$ cat src/rtl/lfc_timeout_counter.sv
// rtl/lfc_timeout_counter.sv - stall counter; expired flags the edge on which the count reaches TIMEOUT
module lfc_timeout_counter #(
    parameter int TIMEOUT = 64
) (
    input  logic clk,
    input  logic rst_n,
    input  logic clear,
    input  logic enable,
    output logic expired
);

    localparam int CW = $clog2(TIMEOUT + 1);

    logic [CW-1:0] count_q, count_d;

    always_comb begin
        count_d = count_q;
        if (clear) begin
            count_d = '0;
        end else if (enable) begin
            count_d = count_q + CW'(1);
        end
    end

    // Look-ahead so the owner can leave RUN on the very edge the count hits TIMEOUT.
    assign expired = enable && !clear && (count_q == CW'(TIMEOUT - 1));

    always_ff @(posedge clk or negedge rst_n) begin
        if (!rst_n) begin
            count_q <= '0;
        end else begin
            count_q <= count_d;
        end
    end

endmodule

$ cat config.mk
export PLATFORM = sky130hd
export DESIGN_NAME = lfc_timeout_counter
export DESIGN_NICKNAME = d
export VERILOG_FILES = /design/src/rtl/lfc_timeout_counter.sv
export SDC_FILE = /design/constraint.sdc
export NUM_CORES = 1
export LEC_CHECK = 0
export BUFFER_PORTS_ARGS = -buffer_cell sky130_fd_sc_hd__buf_2
export CORE_AREA = 2 2 39 41
export CTS_BUF_LIST = sky130_fd_sc_hd__clkbuf_4 sky130_fd_sc_hd__clkbuf_8
export DETAILED_ROUTE_END_ITERATION = 7
export DIE_AREA = 0 0 41 43
export SLEW_MARGIN = 20
export SYNTH_ARGS = -nofsm -noshare
export SYNTH_HDL_FRONTEND = slang
export SYNTH_SLANG_ARGS = --single-unit
$ cat constraint.sdc
create_clock -name clk -period 3.7 [get_ports clk]
set_clock_uncertainty 0.1 [all_clocks]
set_input_delay 0.555 -clock clk [delete_from_list [all_inputs] [get_ports clk]]
set_output_delay 0.555 -clock clk [all_outputs]
set_load 0.005 [all_outputs]
==> impl_metrics.toml, run 1 <==
[run_status]
status = "completed"

[sta]
relSlewSlack_pct = 88.89
hold_viol = 0
slew_viol_final = 0
setup-violations-final = 0
worst_hold_slack_ns = 0.02936
max_freq_mhz = 482.4
worst_slew_pin_slew_ns = 0.1667
min_period_ns = 2.073
final.setup.tns_ns = 0
period_share_pct = 56.03
rsz0062_at_grt = "no"
worst_slack_ns = 1.627

[yosys]
syn-cell-area_um2 = 336.6
synth-seq-cells = 7
yosysWarnings = 0
synthCells = 32
avgSynthCellArea_um2 = 10.52
synth-seq-area-share_pct = 52.04
syn_nets = 37
ys_types = 17

[clock_network]
cts_max_path_buffers = 2
cts_hold_buf = 0
cts.sinks = 7
cts_buffers = 3
clk_pin_slew_worst_paths_ns = 0.05
root_buffer = "clkbuf_4"
cts_setup_buffers = 0
cts_htree_levels = 1
clkLatencyLatePin_ns = 0.25
cts_tree = "yes"
cts_resized = 0

[layout]
fin_nets = 45
max_flop_register = "count_q"
final_cells = 55
synthToLayoutAreaGrowth_pct = 19.70
regArea_um2 = 175.2
multi_input_area_um2 = 157.7
fillers = 144
largest_reg_flops = 7
reg_top3 = "count_q: 7 flops"
insertedDiodeCount = 0
drive_gt1_share_pct = 23.08

[pwr]
p_sw_uw = 34.89
pwr-share-comb_pct = 6.5
p_clk_share_pct = 44.5
power.internal_uw = 131.9
p_sw_share_pct = 20.92
irDropWorstVdd_v = 0.0001902
powerDensity_nw_per_um2 = 413.9
p_leak_uw = 0.0001962
p_seq_share_pct = 49.0
finalPower_uw = 166.8

[global_route]
grt_pass1_vias = 234
grt_max_degree = 10
grt_usage_pct = 9.036
antenna_found_initial = 0
grt_pass1_wl_mm = 1.041
overflow = 0

[floorplanning]
start_util_pct = 24.32
die_x_um = 41
row_count = 14
die-area_um2 = 1763
core_um2 = 1384
io_pins = 5
die_y_um = 43

[placement]
place_congestion = 0.7489
port_buffers = 4
place_ws_ns = 1.758
dpl.hpwl_um = 395.4
placed_cells = 51

[run]
max_cap_viol_count = 0

[detailed_routing]
ant_nets = 0
drtIter0Drc = 3
vias = 245
wl_per_cell_um = 10.07
drt_pass1_iterations = 2
routed_wl_um = 554
route.detailed.drc = 0
viasPerCell = 4.455

[worst_setup_path]
reg2reg_to = "count_q[6]"
r2r-start = "count_q[0]"
critPathKind = "reg -> out"
critPathLaunchType = "flop"
reg2reg_slack_ns = 2.22
arrival_ns = 1.42
cp-end-kind = "output pin"
critPathMaxFanout = 3
crit_required_ns = 3.04
reg2reg_depth = 4

[hold_path]
holdCritPathClass = "in -> async"
==> critical path, stage by stage, from the launching register on <==
cell and delay [ns]:
dfrtp_1 0.40, ha_1 0.21, and3_1 0.16, nand4_1 0.12, nor3_1 0.15, buf_2 0.14
==> logic make-up (layout without fill, tap and decap cells) <==
group | after synthesis | after routing | share of synthesized area (%)
and+or+nand+nor | 15 | 15 | 23.42
DFF | 7 | 7 | 52.05
xor gates and xnor gates | 4 | 4 | 10.41
AOI/OAI and AO/OA | 2 | 2 | 2.971
muxes | 2 | 2 | 6.320
adders and majority gates | 1 | 1 | 3.717
buffers and inverters | 1 | 8 | 1.114
==> how the worst max path moves through the flow <==
stage	from	to	cells after the start
after floorplan	count_q[0]	expired	4
after global placement	enable	expired	5
after detailed placement	enable	expired	5
after CTS	count_q[0]	expired	5
after global routing	count_q[0]	expired	5
final	count_q[1]	expired	5
==> cell usage after synthesis <==
master	count	share of area (%)
nor2_1	6	6.7
xnor2_1	1	2.6
o21ai_0	1	1.5
dfrtp_1	7	52
nand4_1	2	3.7
or3_1	1	1.9
and3_1	1	1.9
nand4_2	1	3.7
xor2_1	3	7.8
ha_1	1	3.7
mux2i_1	1	3.0
a21oi_1	1	1.5
mux2_1	1	3.3
clkbuf_1	1	1.1
nor3_1	1	1.5
nand2_1	2	2.2
nor2b_1	1	1.9
==> power by group through the flow <==
stage | clock network, uW | registers (uW) | logic, uW
after floorplan | 0 | 82.2 | 6.28
after global placement | 0 | 82.6 | 10.9
after detailed placement | 0 | 82.6 | 11.1
after CTS | 77.7 | 81.5 | 11.4
after global routing | 82.4 | 81.8 | 12.9
final | 74.2 | 81.7 | 10.9
==> metrics by stage <==
| step | instance area (um^2) | util [%] |
|---|---|---|
| after CTS | 402.9 | 29.11 |
| after global routing | 402.9 | 29.11 |
| after global placement | 372.9 | 26.94 |
| after floorplan | 336.6 | - |
| after detailed placement | 372.9 | 26.94 |
| final | 402.9 | 29.11 |
==> layout make-up <==
type / count / area share [%]
sequential: 7 / 43.48
clock buffer: 4 / 7.453
multi-input combinational: 24 / 39.13
tap: 16 / 4.969
timing repair buffer: 4 / 4.969
==> layout by cell type (no fill, tap or decap) <==
master	count
mux2_1	1
and3_1	1
xnor2_1	1
or3_1	1
a21oi_1	1
nor2_1	6
xor2_1	3
nand4_2	1
nor3_1	1
nand2_1	2
mux2i_1	1
nor2b_1	1
ha_1	1
clkbuf_4	4
nand4_1	2
buf_2	4
o21ai_0	1
dfrtp_1	7
==> per-layer routing <==
layer | track usage, % | vias to the layer above | wire length, um
met4 | 0 | 0 | 0
met3 | 6.806 | 0 | 46
met5 | 0 | - | 0
met1 | 11.33 | 116 | 254
met2 | 13.13 | 7 | 253
li1 | - | 122 | -
(Power assumes the default switching activity.)
==> run 2: changes to the inputs <==
- clock period: 3.7 -> 2 ns (I/O delays scaled with it)
==> run 2 against run 1 <==
Total power grew 88%. Largest cell class unchanged. Critical path type unchanged. Design area increased by 2.5%. Non-clock buffer count grew 1. Sequential share of layout area fell by 1.1 points. Largest power group unchanged. Combinational power grew 94%. Cell count grew 1.8%.
==> impl_metrics.toml, run 2 (synthesized netlist as in run 1, its figures left out) <==
[pwr]
p_leak_uw = 0.0002003
finalPower_uw = 312.9
p_sw_uw = 67.63
pwr-share-comb_pct = 6.7
irDropWorstVdd_v = 0.0003771
p_seq_share_pct = 48.1
powerDensity_nw_per_um2 = 757.9
power.internal_uw = 245.3
p_sw_share_pct = 21.61
p_clk_share_pct = 45.1

[sta]
slew_viol_final = 0
worst_slew_pin_slew_ns = 0.1630
rsz0062_at_grt = "no"
min_period_ns = 1.777
hold_viol = 0
max_freq_mhz = 562.8
period_share_pct = 88.85
setup-violations-final = 0
relSlewSlack_pct = 89.14
final.setup.tns_ns = 0

[layout]
final_cell_mix = "dfrtp_1 (7), nor2_1 (6), clkbuf_4 (4), buf_2 (4), xor2_1 (3)"
fin_nets = 46
final_common_cell = "dfrtp_1"
largest_reg_flops = 7
drive_gt1_share_pct = 22.50
reg_top3 = "count_q: 7 flops"
max_flop_register = "count_q"
synthToLayoutAreaGrowth_pct = 22.68
insertedDiodeCount = 0

[clock_network]
cts_setup_buffers = 0
root_buffer = "clkbuf_4"
cts_max_path_buffers = 2
cts_resized = 0
clk_pin_slew_worst_paths_ns = 0.05
cts_tree = "yes"
cts.sinks = 7
cts_htree_levels = 1
cts_hold_buf = 1
cts_buffers = 3
clkLatencyLatePin_ns = 0.24

[worst_setup_path]
arrival_ns = 1.38
reg2reg_depth = 4
crit_chain = "ha_1 -> and3_1 -> nand4_1 -> nor3_1 -> buf_2"
crit_required_ns = 1.60
max_stage_delay_ns = 0.39
critPathLaunchType = "flop"
reg2reg_slack_ns = 0.55
critPathMaxFanout = 3
critPathKind = "reg -> out"
worst_path_max_delay_cell = "dfrtp_1"
cp-end-kind = "output pin"
r2r-start = "count_q[0]"
reg2reg_to = "count_q[6]"

[floorplanning]
die_y_um = 43
die-area_um2 = 1763
core_um2 = 1384
row_count = 14
io_pins = 5
die_x_um = 41
start_util_pct = 24.32

[detailed_routing]
route.detailed.drc = 0
ant_nets = 0
wl_per_cell_um = 9.750
viasPerCell = 4.464
vias = 250
routed_wl_um = 546
drt_pass1_iterations = 4
drtIter0Drc = 4

[global_route]
grt_pass1_vias = 220
grt_usage_pct = 8.638
antenna_found_initial = 0
overflow = 0
grt_pass1_wl_um = 917
grt_max_degree = 10

[hold_path]
hold_depth = 2
min_from = "clear"
hold_end = "count_q[5]"
holdCritPathClass = "in -> reg"

[placement]
place_congestion = 0.7128
port_buffers = 4

[run]
max_cap_viol_count = 0

[run_status]
status = "completed"
==> run 2: changes by cell type in the layout (fill, tap and decap cells not counted), sizes merged <==
cell,before,now
dlygate4sd3,0,1
==> run 2: worst max-delay path by stage <==
stage               start    endpoint  slack (ns)  depth (start not counted)
4_1_cts        count_q[0]     expired        0.19                          5
3_5_place_dp   count_q[0]     expired        0.46                          5
3_3_place_gp   count_q[0]     expired        0.45                          5
2_1_floorplan  count_q[0]  count_q[6]        0.59                          4
6_report       count_q[0]     expired        0.22                          5
5_1_grt        count_q[0]     expired        0.09                          5
==> run 2: layer usage <==
metal / vias to the layer above / track usage [%] / share of wire [%]
li1: 126 / - / -
met1: 114 / 11.71 / 47
met2: 8 / 9.063 / 42
met3: 2 / 6.283 / 9.7
met4: 0 / 6.000 / 1.5
met5: - / 0 / 0
==> run 2: critical path: cells and delay by family, from the launching register on <==
| family | cells | cell delay, ns |
|---|---|---|
| and+or+nand+nor | 3 | 0.42 |
| DFF | 1 | 0.39 |
| adders and majority gates | 1 | 0.19 |
| buffers and inverters | 1 | 0.13 |
==> run 2: per-stage QoR <==
step / utilization, % / worst slack (ns) / hold slack (ns) / cell area [um^2] / cells
after floorplan: - / 0.5933 / -0.09559 / 336.6 / 32
after global placement: 26.94 / 0.4525 / 0.04426 / 372.9 / 51
after detailed placement: 26.94 / 0.4645 / 0.04353 / 372.9 / 51
after CTS: 29.84 / 0.1940 / 0.2106 / 412.9 / 56
after global routing: 29.84 / 0.09192 / 0.2386 / 412.9 / 56
final: 29.84 / 0.2231 / 0.2203 / 412.9 / 56
==> run 2: area by class of cell <==
cell class | count | area (um^2)
Clock buffer | 4 | 30.03
Fill cell | 145 | 970.9
Multi-Input combinational cell | 24 | 157.7
Sequential cell | 7 | 175.2
Tap cell | 16 | 20.02
Timing Repair Buffer | 5 | 30.03
==> run 2: power groups by stage <==
stage	combinational (uW)	clock, uW	sequential [uW]
2_1_floorplan	11.6	0	152
3_3_place_gp	20.2	0	153
3_5_place_dp	20.0	0	153
4_1_cts	21.6	148	150
5_1_grt	25.1	152	151
6_report	21.1	141	151
